File: config.mk
export PLATFORM = sky130hd
export DESIGN_NAME = la_capture_ctrl
export DESIGN_NICKNAME = d
export VERILOG_FILES = /design/src/rtl/la_pkg.sv /design/src/rtl/la_sample_timer.sv /design/src/rtl/la_capture_ctrl.sv
export SDC_FILE = /design/constraint.sdc
export NUM_CORES = 1
export LEC_CHECK = 0
export BUFFER_PORTS_ARGS = -buffer_cell sky130_fd_sc_hd__clkbuf_2
export CORE_ASPECT_RATIO = 1.25
export CORE_MARGIN = 5
export CORE_UTILIZATION = 60
export CTS_CLUSTER_SIZE = 14
export DETAILED_ROUTE_END_ITERATION = 8
export HOLD_SLACK_MARGIN = 0.02
export PLACE_DENSITY = 0.81
export SYNTH_ARGS = -nofsm -noshare
export SYNTH_HDL_FRONTEND = slang
export SYNTH_HIERARCHICAL = 1
export SYNTH_SLANG_ARGS = --single-unit
File: constraint.sdc
create_clock -name clk -period 7.6 [get_ports clk]
set_input_delay 1.14 -clock clk [delete_from_list [all_inputs] [get_ports clk]]
set_output_delay 1.14 -clock clk [all_outputs]
set_load 0.005 [all_outputs]
File: src/rtl/la_pkg.sv
// Shared types and constants for the logic-analyzer capture controller.
// Packet layout (29 bits after address strip): {status, num_bytes, 2'b00, code, data}.
package la_pkg;

    typedef enum logic [1:0] {
        ST_IDLE    = 2'd0,
        ST_ARMED   = 2'd1,
        ST_CAPTURE = 2'd2,
        ST_DONE    = 2'd3
    } la_state_e;

    localparam logic [3:0] LA_REG_DIV_LO       = 4'h0;
    localparam logic [3:0] LA_REG_DIV_HI       = 4'h1;
    localparam logic [3:0] LA_REG_TRIG_MASK    = 4'h2;
    localparam logic [3:0] LA_REG_TRIG_VAL     = 4'h3;
    localparam logic [3:0] LA_REG_SAMPLE_COUNT = 4'h4;
    localparam logic [3:0] LA_REG_CONTROL      = 4'h5;

    localparam logic [7:0] LA_ST_DONE    = 8'h01;
    localparam logic [7:0] LA_ST_STOPPED = 8'h02;

    localparam int LA_CFG_FLAG_BIT = 28;
    localparam int LA_REG_ID_MSB   = 23;
    localparam int LA_REG_ID_LSB   = 20;
    localparam int LA_DIV_WIDTH    = 24;

    localparam logic [1:0] LA_NUM_BYTES = 2'b10;

    function automatic logic [28:0] la_make_packet(input logic       is_status,
                                                   input logic [7:0]  code,
                                                   input logic [15:0] data);
        return {is_status, LA_NUM_BYTES, 2'b00, code, data};
    endfunction

endpackage

File: src/rtl/la_sample_timer.sv
// Sample-rate divider: counts 0..div and ticks on the terminal count,
// giving one tick every div+1 cycles while enabled.
module la_sample_timer (
    input  logic        clk,
    input  logic        rst,
    input  logic        clr,
    input  logic        en,
    input  logic [23:0] div,
    output logic        tick
);

    logic [23:0] cnt_q;
    logic [23:0] cnt_d;

    assign tick = en && (cnt_q == div);

    // Next count: clear wins, otherwise wrap at div while enabled.
    always_comb begin
        cnt_d = cnt_q;
        if (clr) begin
            cnt_d = 24'd0;
        end else if (en) begin
            cnt_d = (cnt_q == div) ? 24'd0 : cnt_q + 24'd1;
        end else begin
            cnt_d = cnt_q;
        end
    end

    // Counter register.
    always_ff @(posedge clk or posedge rst) begin
        if (rst) begin
            cnt_q <= 24'd0;
        end else begin
            cnt_q <= cnt_d;
        end
    end

endmodule

File: src/rtl/la_capture_ctrl.sv
// Capture controller for the 16-pin GPIO logic analyzer: config decode,
// trigger qualification, sample capture and a one-entry output slot.
module la_capture_ctrl
    import la_pkg::*;
#(
    parameter int WIDTH             = 32,
    parameter int PERIPH_ADDR_WIDTH = 3,
    parameter int PIN_WIDTH         = 16
) (
    input  logic                               clk,
    input  logic                               rst,
    input  logic [WIDTH-1:0]                   cfg_packet,
    input  logic                               cfg_valid,
    input  logic [PIN_WIDTH-1:0]               pin_vals,
    output logic [WIDTH-PERIPH_ADDR_WIDTH-1:0] out_packet,
    output logic                               out_valid,
    input  logic                               out_ready,
    output logic                               busy,
    output logic                               overrun
);

    localparam int OUT_W = WIDTH - PERIPH_ADDR_WIDTH;

    logic [PIN_WIDTH-1:0]    sync1_q, sync2_q;
    la_state_e               state_q, state_d;
    logic [LA_DIV_WIDTH-1:0] div_q, div_d;
    logic [PIN_WIDTH-1:0]    trig_mask_q, trig_mask_d;
    logic [PIN_WIDTH-1:0]    trig_val_q, trig_val_d;
    logic [15:0]             sample_count_q, sample_count_d;
    logic [15:0]             captured_q, captured_d;
    logic [7:0]              code_q, code_d;
    logic [OUT_W-1:0]        out_packet_q, out_packet_d;
    logic                    out_valid_q, out_valid_d;
    logic                    overrun_q, overrun_d;
    logic                    busy_q, busy_d;

    logic        cfg_hit_s, cfg_wr_s, arm_s, stop_s;
    logic [3:0]  reg_id_s;
    logic [15:0] value_s;
    logic        tick_s, tmr_clr_s, tmr_en_s, trig_hit_s, slot_free_s;
    logic        capture_s, load_status_s, clr_overrun_s;
    logic [15:0] cap_inc_s;
    logic        unused_cfg_bits_s;

    assign cfg_hit_s = cfg_valid && cfg_packet[LA_CFG_FLAG_BIT];
    assign reg_id_s  = cfg_packet[LA_REG_ID_MSB:LA_REG_ID_LSB];
    assign value_s   = cfg_packet[15:0];
    assign cfg_wr_s  = cfg_hit_s && (state_q == ST_IDLE);
    // Stop takes priority over arm when both control bits are set.
    assign arm_s  = cfg_hit_s && (reg_id_s == LA_REG_CONTROL) && value_s[0] && !value_s[1];
    assign stop_s = cfg_hit_s && (reg_id_s == LA_REG_CONTROL) && value_s[1];
    assign unused_cfg_bits_s = ^{cfg_packet[WIDTH-1:LA_CFG_FLAG_BIT+1], cfg_packet[27:24],
                                 cfg_packet[19:16]};

    assign tmr_clr_s   = (state_q == ST_IDLE) && arm_s;
    assign tmr_en_s    = (state_q == ST_ARMED) || (state_q == ST_CAPTURE);
    assign trig_hit_s  = ((sync2_q ^ trig_val_q) & trig_mask_q) == {PIN_WIDTH{1'b0}};
    assign slot_free_s = !out_valid_q || out_ready;
    assign cap_inc_s   = (captured_q == 16'hFFFF) ? captured_q : captured_q + 16'd1;

    la_sample_timer u_timer (
        .clk  (clk),
        .rst  (rst),
        .clr  (tmr_clr_s),
        .en   (tmr_en_s),
        .div  (div_q),
        .tick (tick_s)
    );

    // Configuration registers are writable only while idle.
    always_comb begin
        div_d          = div_q;
        trig_mask_d    = trig_mask_q;
        trig_val_d     = trig_val_q;
        sample_count_d = sample_count_q;
        if (cfg_wr_s) begin
            case (reg_id_s)
                LA_REG_DIV_LO:       div_d[15:0]    = value_s;
                LA_REG_DIV_HI:       div_d[23:16]   = value_s[7:0];
                LA_REG_TRIG_MASK:    trig_mask_d    = value_s[PIN_WIDTH-1:0];
                LA_REG_TRIG_VAL:     trig_val_d     = value_s[PIN_WIDTH-1:0];
                LA_REG_SAMPLE_COUNT: sample_count_d = value_s;
                default:             div_d          = div_q;
            endcase
        end else begin
            div_d = div_q;
        end
    end

    // Capture FSM: next state, sample bookkeeping and completion code.
    always_comb begin
        state_d       = state_q;
        captured_d    = captured_q;
        code_d        = code_q;
        capture_s     = 1'b0;
        load_status_s = 1'b0;
        clr_overrun_s = 1'b0;
        case (state_q)
            ST_IDLE: begin
                if (arm_s) begin
                    state_d       = ST_ARMED;
                    captured_d    = 16'd0;
                    clr_overrun_s = 1'b1;
                end else begin
                    state_d = ST_IDLE;
                end
            end
            ST_ARMED: begin
                if (stop_s) begin
                    state_d = ST_DONE;
                    code_d  = LA_ST_STOPPED;
                end else if (tick_s && trig_hit_s) begin
                    capture_s  = 1'b1;
                    captured_d = 16'd1;
                    if (sample_count_q == 16'd1) begin
                        state_d = ST_DONE;
                        code_d  = LA_ST_DONE;
                    end else begin
                        state_d = ST_CAPTURE;
                    end
                end else begin
                    state_d = ST_ARMED;
                end
            end
            ST_CAPTURE: begin
                if (stop_s) begin
                    state_d = ST_DONE;
                    code_d  = LA_ST_STOPPED;
                end else if (tick_s) begin
                    capture_s  = 1'b1;
                    captured_d = cap_inc_s;
                    if ((sample_count_q != 16'd0) && (cap_inc_s == sample_count_q)) begin
                        state_d = ST_DONE;
                        code_d  = LA_ST_DONE;
                    end else begin
                        state_d = ST_CAPTURE;
                    end
                end else begin
                    state_d = ST_CAPTURE;
                end
            end
            ST_DONE: begin
                if (slot_free_s) begin
                    load_status_s = 1'b1;
                    state_d       = ST_IDLE;
                end else begin
                    state_d = ST_DONE;
                end
            end
            default: state_d = ST_IDLE;
        endcase
    end

    // Output slot: status is never dropped; a sample hitting a busy slot sets overrun.
    always_comb begin
        out_valid_d  = out_valid_q && !out_ready;
        out_packet_d = out_packet_q;
        overrun_d    = overrun_q;
        if (load_status_s) begin
            out_valid_d  = 1'b1;
            out_packet_d = la_make_packet(1'b1, code_q, captured_q);
        end else if (capture_s) begin
            if (slot_free_s) begin
                out_valid_d  = 1'b1;
                out_packet_d = la_make_packet(1'b0, 8'h00, sync2_q[15:0]);
            end else begin
                overrun_d = 1'b1;
            end
        end else if (clr_overrun_s) begin
            overrun_d = 1'b0;
        end else begin
            overrun_d = overrun_q;
        end
        busy_d = (state_d != ST_IDLE);
    end

    // State, configuration, synchronizer and output registers.
    always_ff @(posedge clk or posedge rst) begin
        if (rst) begin
            sync1_q        <= {PIN_WIDTH{1'b0}};
            sync2_q        <= {PIN_WIDTH{1'b0}};
            state_q        <= ST_IDLE;
            div_q          <= {LA_DIV_WIDTH{1'b0}};
            trig_mask_q    <= {PIN_WIDTH{1'b0}};
            trig_val_q     <= {PIN_WIDTH{1'b0}};
            sample_count_q <= 16'd0;
            captured_q     <= 16'd0;
            code_q         <= 8'h00;
            out_packet_q   <= {OUT_W{1'b0}};
            out_valid_q    <= 1'b0;
            overrun_q      <= 1'b0;
            busy_q         <= 1'b0;
        end else begin
            sync1_q        <= pin_vals;
            sync2_q        <= sync1_q;
            state_q        <= state_d;
            div_q          <= div_d;
            trig_mask_q    <= trig_mask_d;
            trig_val_q     <= trig_val_d;
            sample_count_q <= sample_count_d;
            captured_q     <= captured_d;
            code_q         <= code_d;
            out_packet_q   <= out_packet_d;
            out_valid_q    <= out_valid_d;
            overrun_q      <= overrun_d;
            busy_q         <= busy_d;
        end
    end

    assign out_packet = out_packet_q;
    assign out_valid  = out_valid_q;
    assign overrun    = overrun_q;
    assign busy       = busy_q;

endmodule

After elaboration in Yosys (flattened, before gate mapping):

Cells that the tools add are included.

* add/subtract/negate cells: 2
* equality and inequality tests: 22
* mux-type cells: 44
* bitwise logic cells: 3
* reduce and logical (&&, ||, !) cells: 36

Operators by type and width (count)
* 16-bit two-way mux: 6
* 29-bit two-way mux: 3
* 24-bit two-way mux: 3
* 8-bit two-way mux: 6
* 16-bit case mux with 3 select lines: 1
* 24-bit by 1-bit adder with 24-bit output, second input constant: 1
* 24-bit == test: 1
* 1-bit two-way mux: 17
* 16-bit by 1-bit adder with 16-bit output, second input constant: 1
* 16-bit bitwise AND: 1
* 16-bit by 1-bit == test with 1-bit output, second input constant: 1
* 16-bit == test: 1
* 16-bit == test, second input constant: 1
* 16-bit zero test: 1
* 8-bit case mux with 2 select lines: 1
* 16-bit nonzero test: 1
* 16-bit bitwise XOR: 1
* 2-bit AND reduction: 6
* 2-bit nonzero test: 6
* 1-bit logical AND: 11
* 2-bit two-way mux: 5
* 2-bit inequality test, second input constant: 5
* 3-bit by 2-bit inequality test with 1-bit output, second input constant: 3
* 4-bit by 2-bit == test with 1-bit output, second input constant: 2
* other kinds (17): 22

* flip-flop bits (word level): 186
* bits of input ports: 52
* output and inout port bits: 32
* word-level logic and storage cells: 122

Logic depth before layout (Yosys ltp):

* depth after elaboration: 9
* mapped depth: 14
* depth with buffers taken out: 11

Cells and area by module:

The synthesis kept the hierarchy.

Modules (own cells, without submodules)
* la_capture_ctrl: instances 1, cells each 605, area each 6993.0 µm², sequential area each 3678.5 µm²
* la_sample_timer: instances 1, cells each 153, area each 1515.2 µm², sequential area each 600.6 µm²

Worst setup path before layout:

OpenSTA, ideal clock, no wires.

* kind: input -> register
* from: input cfg_packet[20]
* to: register u_timer.cnt_q[23]
* setup time: 0.118 ns
* arrival time: 2.977 ns
* data required time: 7.482 ns
* setup slack: 4.505 ns
* stages: 9
* path buffers: 1
* cell sequence: clkbuf_1 -> and3b_1 -> nand4_1 -> nor2_1 -> o2111ai_2 -> nor4_4 -> nand4_1 -> xor2_1 -> nor2_1

* word-level cells in the longest chain between the ends: 6
* elaborated cells on any way between the ends: 7
* those cells by class: 1 x eq/ne; 1 x mux; 5 x reduce/logical

RTL lines
* from (decl): RTL line la_capture_ctrl.sv:12 `input logic [WIDTH-1:0] cfg_packet,`
* 4-bit by 3-bit == test with 1-bit output *: RTL line la_capture_ctrl.sv:50 `assign arm_s = cfg_hit_s && (reg_id_s == LA_REG_CONTROL) && value_s[0] && !value_s[1];`
* 1-bit logical AND * (3 in series): RTL line la_capture_ctrl.sv:50
* 1-bit logical AND *: RTL line la_capture_ctrl.sv:55 `assign tmr_clr_s = (state_q == ST_IDLE) && arm_s;`
* 24-bit two-way mux or 2-bit nonzero test (tied branches)
* to (signal assigned): RTL line la_sample_timer.sv:34 `cnt_q <= cnt_d;`
* to (decl): RTL line la_sample_timer.sv:12 `logic [23:0] cnt_q;`

Mark *: on every way between the ends. The rest lies on a longest branch, timed or not.
A chain may end at the register's enable or synchronous reset.

Worst setup path after layout:

* from: register state_q[0]
* to: register out_packet_q[14], in the netlist out_packet[14]

* word-level cells in the longest chain between the ends: 9
* elaborated cells on any way between the ends: 16
* those cells by class: 3 x eq/ne; 7 x mux; 6 x reduce/logical

RTL lines
* from (decl): RTL line la_capture_ctrl.sv:25 `la_state_e state_q, state_d;`
* from (signal assigned): RTL line la_capture_ctrl.sv:196 `state_q <= state_d;`
* 2-bit by 1-bit == test with 1-bit output or 2-bit == test (tied branches): RTL line la_capture_ctrl.sv:56 `assign tmr_en_s = (state_q == ST_ARMED) || (state_q == ST_CAPTURE);`
* 1-bit logical OR *: RTL line la_capture_ctrl.sv:56
* named net tmr_en_s: RTL line la_capture_ctrl.sv:40 `logic tick_s, tmr_clr_s, tmr_en_s, trig_hit_s, slot_free_s;`
* 1-bit logical AND *: RTL line la_sample_timer.sv:15 `assign tick = en && (cnt_q == div);`
* named net tick_s: RTL line la_capture_ctrl.sv:40
* 1-bit logical AND: RTL line la_capture_ctrl.sv:112 `end else if (tick_s && trig_hit_s) begin`
* 1-bit two-way mux: RTL line la_capture_ctrl.sv:112
* 1-bit two-way mux: RTL line la_capture_ctrl.sv:109 `if (stop_s) begin`
* 1-bit case mux with 2 select lines *: RTL line la_capture_ctrl.sv:98 `case (state_q)`
* 2-bit nonzero test (no line) *
* 2-bit AND reduction (no line) *
* to (signal assigned): RTL line la_capture_ctrl.sv:189 `out_packet_q <= {OUT_W{1'b0}};`
* to (signal assigned): RTL line la_capture_ctrl.sv:203 `out_packet_q <= out_packet_d;`
* to (decl): RTL line la_capture_ctrl.sv:32 `logic [OUT_W-1:0] out_packet_q, out_packet_d;`

The timed path passes the listed nets; every way through them passes the cells marked *.

==> results.yml <==
floorplanning:
  die_w_um: 117
  start_util_pct: 61.3
  dieArea_um2: 16700
  coreArea_um2: 13900
  rows: 48
  ios: 84
  dieHeight_um: 143
clock_network:
  cts-root-buf: "clkbuf_16"
  clkLatencyLatePin_ns: 0.43
  cts_setup_buffers: 0
  numCtsBuffers: 17
  h-tree-depth: 4
  clk_path_buf_depth: 2
  clkTransAtPathRegs_ns: 0.07
  cts.sinks: 171
  hold_buffers: 0
  cts_tree: "yes"
  ctsResizeCount: 0
synth:
  async_flop_share_pct: 100
  synth-seq-cells: 171
  synth_compound_area_share_pct: 11.8
  postSynthCellCount: 758
  synth.avg_cell_area_um2: 11.2
  synth-seq-area-share_pct: 50.3
  synth_edf_count: 0
  syn_area_um2: 8510
  synth-xor-area-share_pct: 7.93
  yosysUniqueCellTypes: 68
  synthMuxAreaShare_pct: 9.38
  synth_fa_ha_area_share_pct: 1.18
  synth_top_family_by_area: "simple AND/OR/NAND/NOR gates"
  yosysWarnings: 6
  synth_flop_cell: "dfrtp_1"
  synthSimpleGateAreaFrac_pct: 14.8
place:
  dp.cells: 959
  gp_congestion: 0.928
  dp_hpwl_um: 15000
  dpl_cell_area_um2: 8810
  pre_cts_slack_ns: 3.52
  numPortBuffers: 63
sta:
  hold_ws_ns: 0.349
  tns_ns: 0
  worstMarginPinSlew_ns: 0.976
  timing.final.crit_period_ns: 4.21
  finClkSkew_ns: 0.0132
  fmax_mhz: 237
  final.period_utilization_pct: 55.4
  slew_viol_final: 0
  setup_ws_ns: 3.39
  setup_viol: 0
  max-slew-margin-rel_pct: 34.9
  rsz0062_at_grt: "false"
  finalHoldViolations: 0
setup_path:
  max_stage_delay_ns: 0.76
  arrival_ns: 4.55
  end_kind: "register"
  start_kind: "register"
  worst-path-buf-inv: 3
  critPathMaxFanout: 21
  slowest_stage: "a21oi_2"
  path_cells: "inv_1 > ha_1 > inv_1 > nor3_1 > inv_1 > a21oi_1 > nand3_1 > nor3_2 > a41oi_2 > a21oi_2 > a2bb2oi_1"
  cpMostUsedCell: "inv_1"
  path_delay_family: "compound AO/OA/AOI/OAI gates"
  worst-setup-path-type: "reg -> reg"
  critPathRequiredTime_ns: 7.94
global_route:
  grt_max_degree: 75
  grt_pass1_vias: 6316
  grt_pass1_wl_um: 33700
  grt_remaining_overflow: 0
  groute.usage.overall_pct: 26.6
  grt_antenna_before_repair: 0
route:
  vias: 6162
  drt_iter0_drc: 440
  ant_nets: 0
  drtPass1Iterations: 5
  drc: 0
  wire_per_inst_um: 21.1
  avgViaCountPerCell: 6.22
  routed_wl_um: 20900
layout:
  final_util_pct: 68.0
  layout_common_cells: "dfrtp_1, mux2_2, xor2_1"
  fin_area_um2: 9430
  area_delta_synth_final_pct: 10.9
  fin_nets: 863
  final_cells: 991
  final_common_cell: "dfrtp_1"
  n_antenna_cell: 0
  final_layout_size_suffix_gt1_share_pct: 24.3
worst_hold_path:
  hp-class: "reg -> reg"
pwr:
  power_density_nw_per_um2: 246
  ir_drop_mv: 0.240
  total_power_mw: 2.32
  p_leak_nw: 4.38
run_status:
  status: "finished clean"
job:
  maxCapViolCount: 0
-- power breakdown --
group / internal [mW] / leakage [nW] / switching, mW / total (mW)
sequential: 1.01 / 2.21 / 0.110 / 1.12
combinational: 0.146 / 1.87 / 0.160 / 0.307
clock: 0.508 / 0.303 / 0.391 / 0.900
-- final cells by class --
cell class	count	area, um2
flip-flops and latches	171	4280
repair buffers	67	345
multi-input cells	524	3880
inverters	22	87.6
clock buffers	18	439
fillers	970	4440
well taps	175	219
clock inverters	14	183
-- routing by layer --
| layer | vias to the layer above | track usage (%) | wire length [um] |
|---|---|---|---|
| met5 | - | 0 | 0 |
| met4 | 0 | 10.4 | 616 |
| met3 | 46 | 4.32 | 1080 |
| met2 | 204 | 44.3 | 10700 |
| met1 | 3101 | 34.9 | 8550 |
| li1 | 2811 | - | - |
-- kinds of logic after synthesis --
| group | Yosys count |
|---|---|
| and+or+nand+nor | 222 |
| DFF | 171 |
| AOI/OAI and AO/OA | 137 |
| xor gates and xnor gates | 77 |
| muxes | 71 |
| buffers and inverters | 71 |
| adders and majority gates | 8 |
| other | 1 |
-- state kept, by name, summed over array words and instances (netlist names) --
signal,cells
trig_mask_q,16
overrun,1
out_valid,1
sync2_q,16
code_q,2
sync1_q,16
out_packet,20
sample_count_q,16
busy,1
state_q,2
u_timer/cnt_q,24
trig_val_q,16
div_q,24
captured_q,16
-- path summary, 6_finish.rpt --
check                      slack (ns)  cells after the start                         end                   from
setup / recovery                 3.39                     11  out_packet[14]$_DFFE_PP0P_   state_q[0]$_DFF_PP0_
hold / removal                   0.35                      0       sync2_q[11]$_DFF_PP0_  sync1_q[11]$_DFF_PP0_
setup reg to reg                 3.39                     11  out_packet[14]$_DFFE_PP0P_   state_q[0]$_DFF_PP0_
hold reg to reg                  0.35                      0       sync2_q[11]$_DFF_PP0_  sync1_q[11]$_DFF_PP0_
max in group asynchronous        5.42                      3  out_packet[15]$_DFFE_PP0P_                    rst
min in group asynchronous        0.81                      2       div_q[21]$_DFFE_PP0P_                    rst
-- cells in the mapped netlist (all sizes together) (16+ instances only) --
master | count | share of area, %
dfrtp | 171 | 50
mux2 | 70 | 9.3
xor2 | 64 | 6.6
nor2 | 54 | 2.5
nand2 | 44 | 1.9
buf | 33 | 2.9
nand3 | 25 | 1.5
a21oi | 24 | 1.5
inv | 22 | 0.97
o21ai | 22 | 1.3
o31ai | 22 | 2.1
nand4 | 20 | 1.8
nor4 | 19 | 2.2
clkbuf | 16 | 0.71
-- worst register-to-register path, cell delays in order (launching register included) --
cell and delay (ns):
dfrtp_1 0.40, inv_1 0.10, ha_1 0.61, inv_1 0.19, nor3_1 0.45, inv_1 0.12
a21oi_1 0.17, nand3_1 0.15, nor3_2 0.38, a41oi_2 0.54, a21oi_2 0.77, a2bb2oi_1 0.23
No activity file was read; power rests on OpenSTA's default activity.
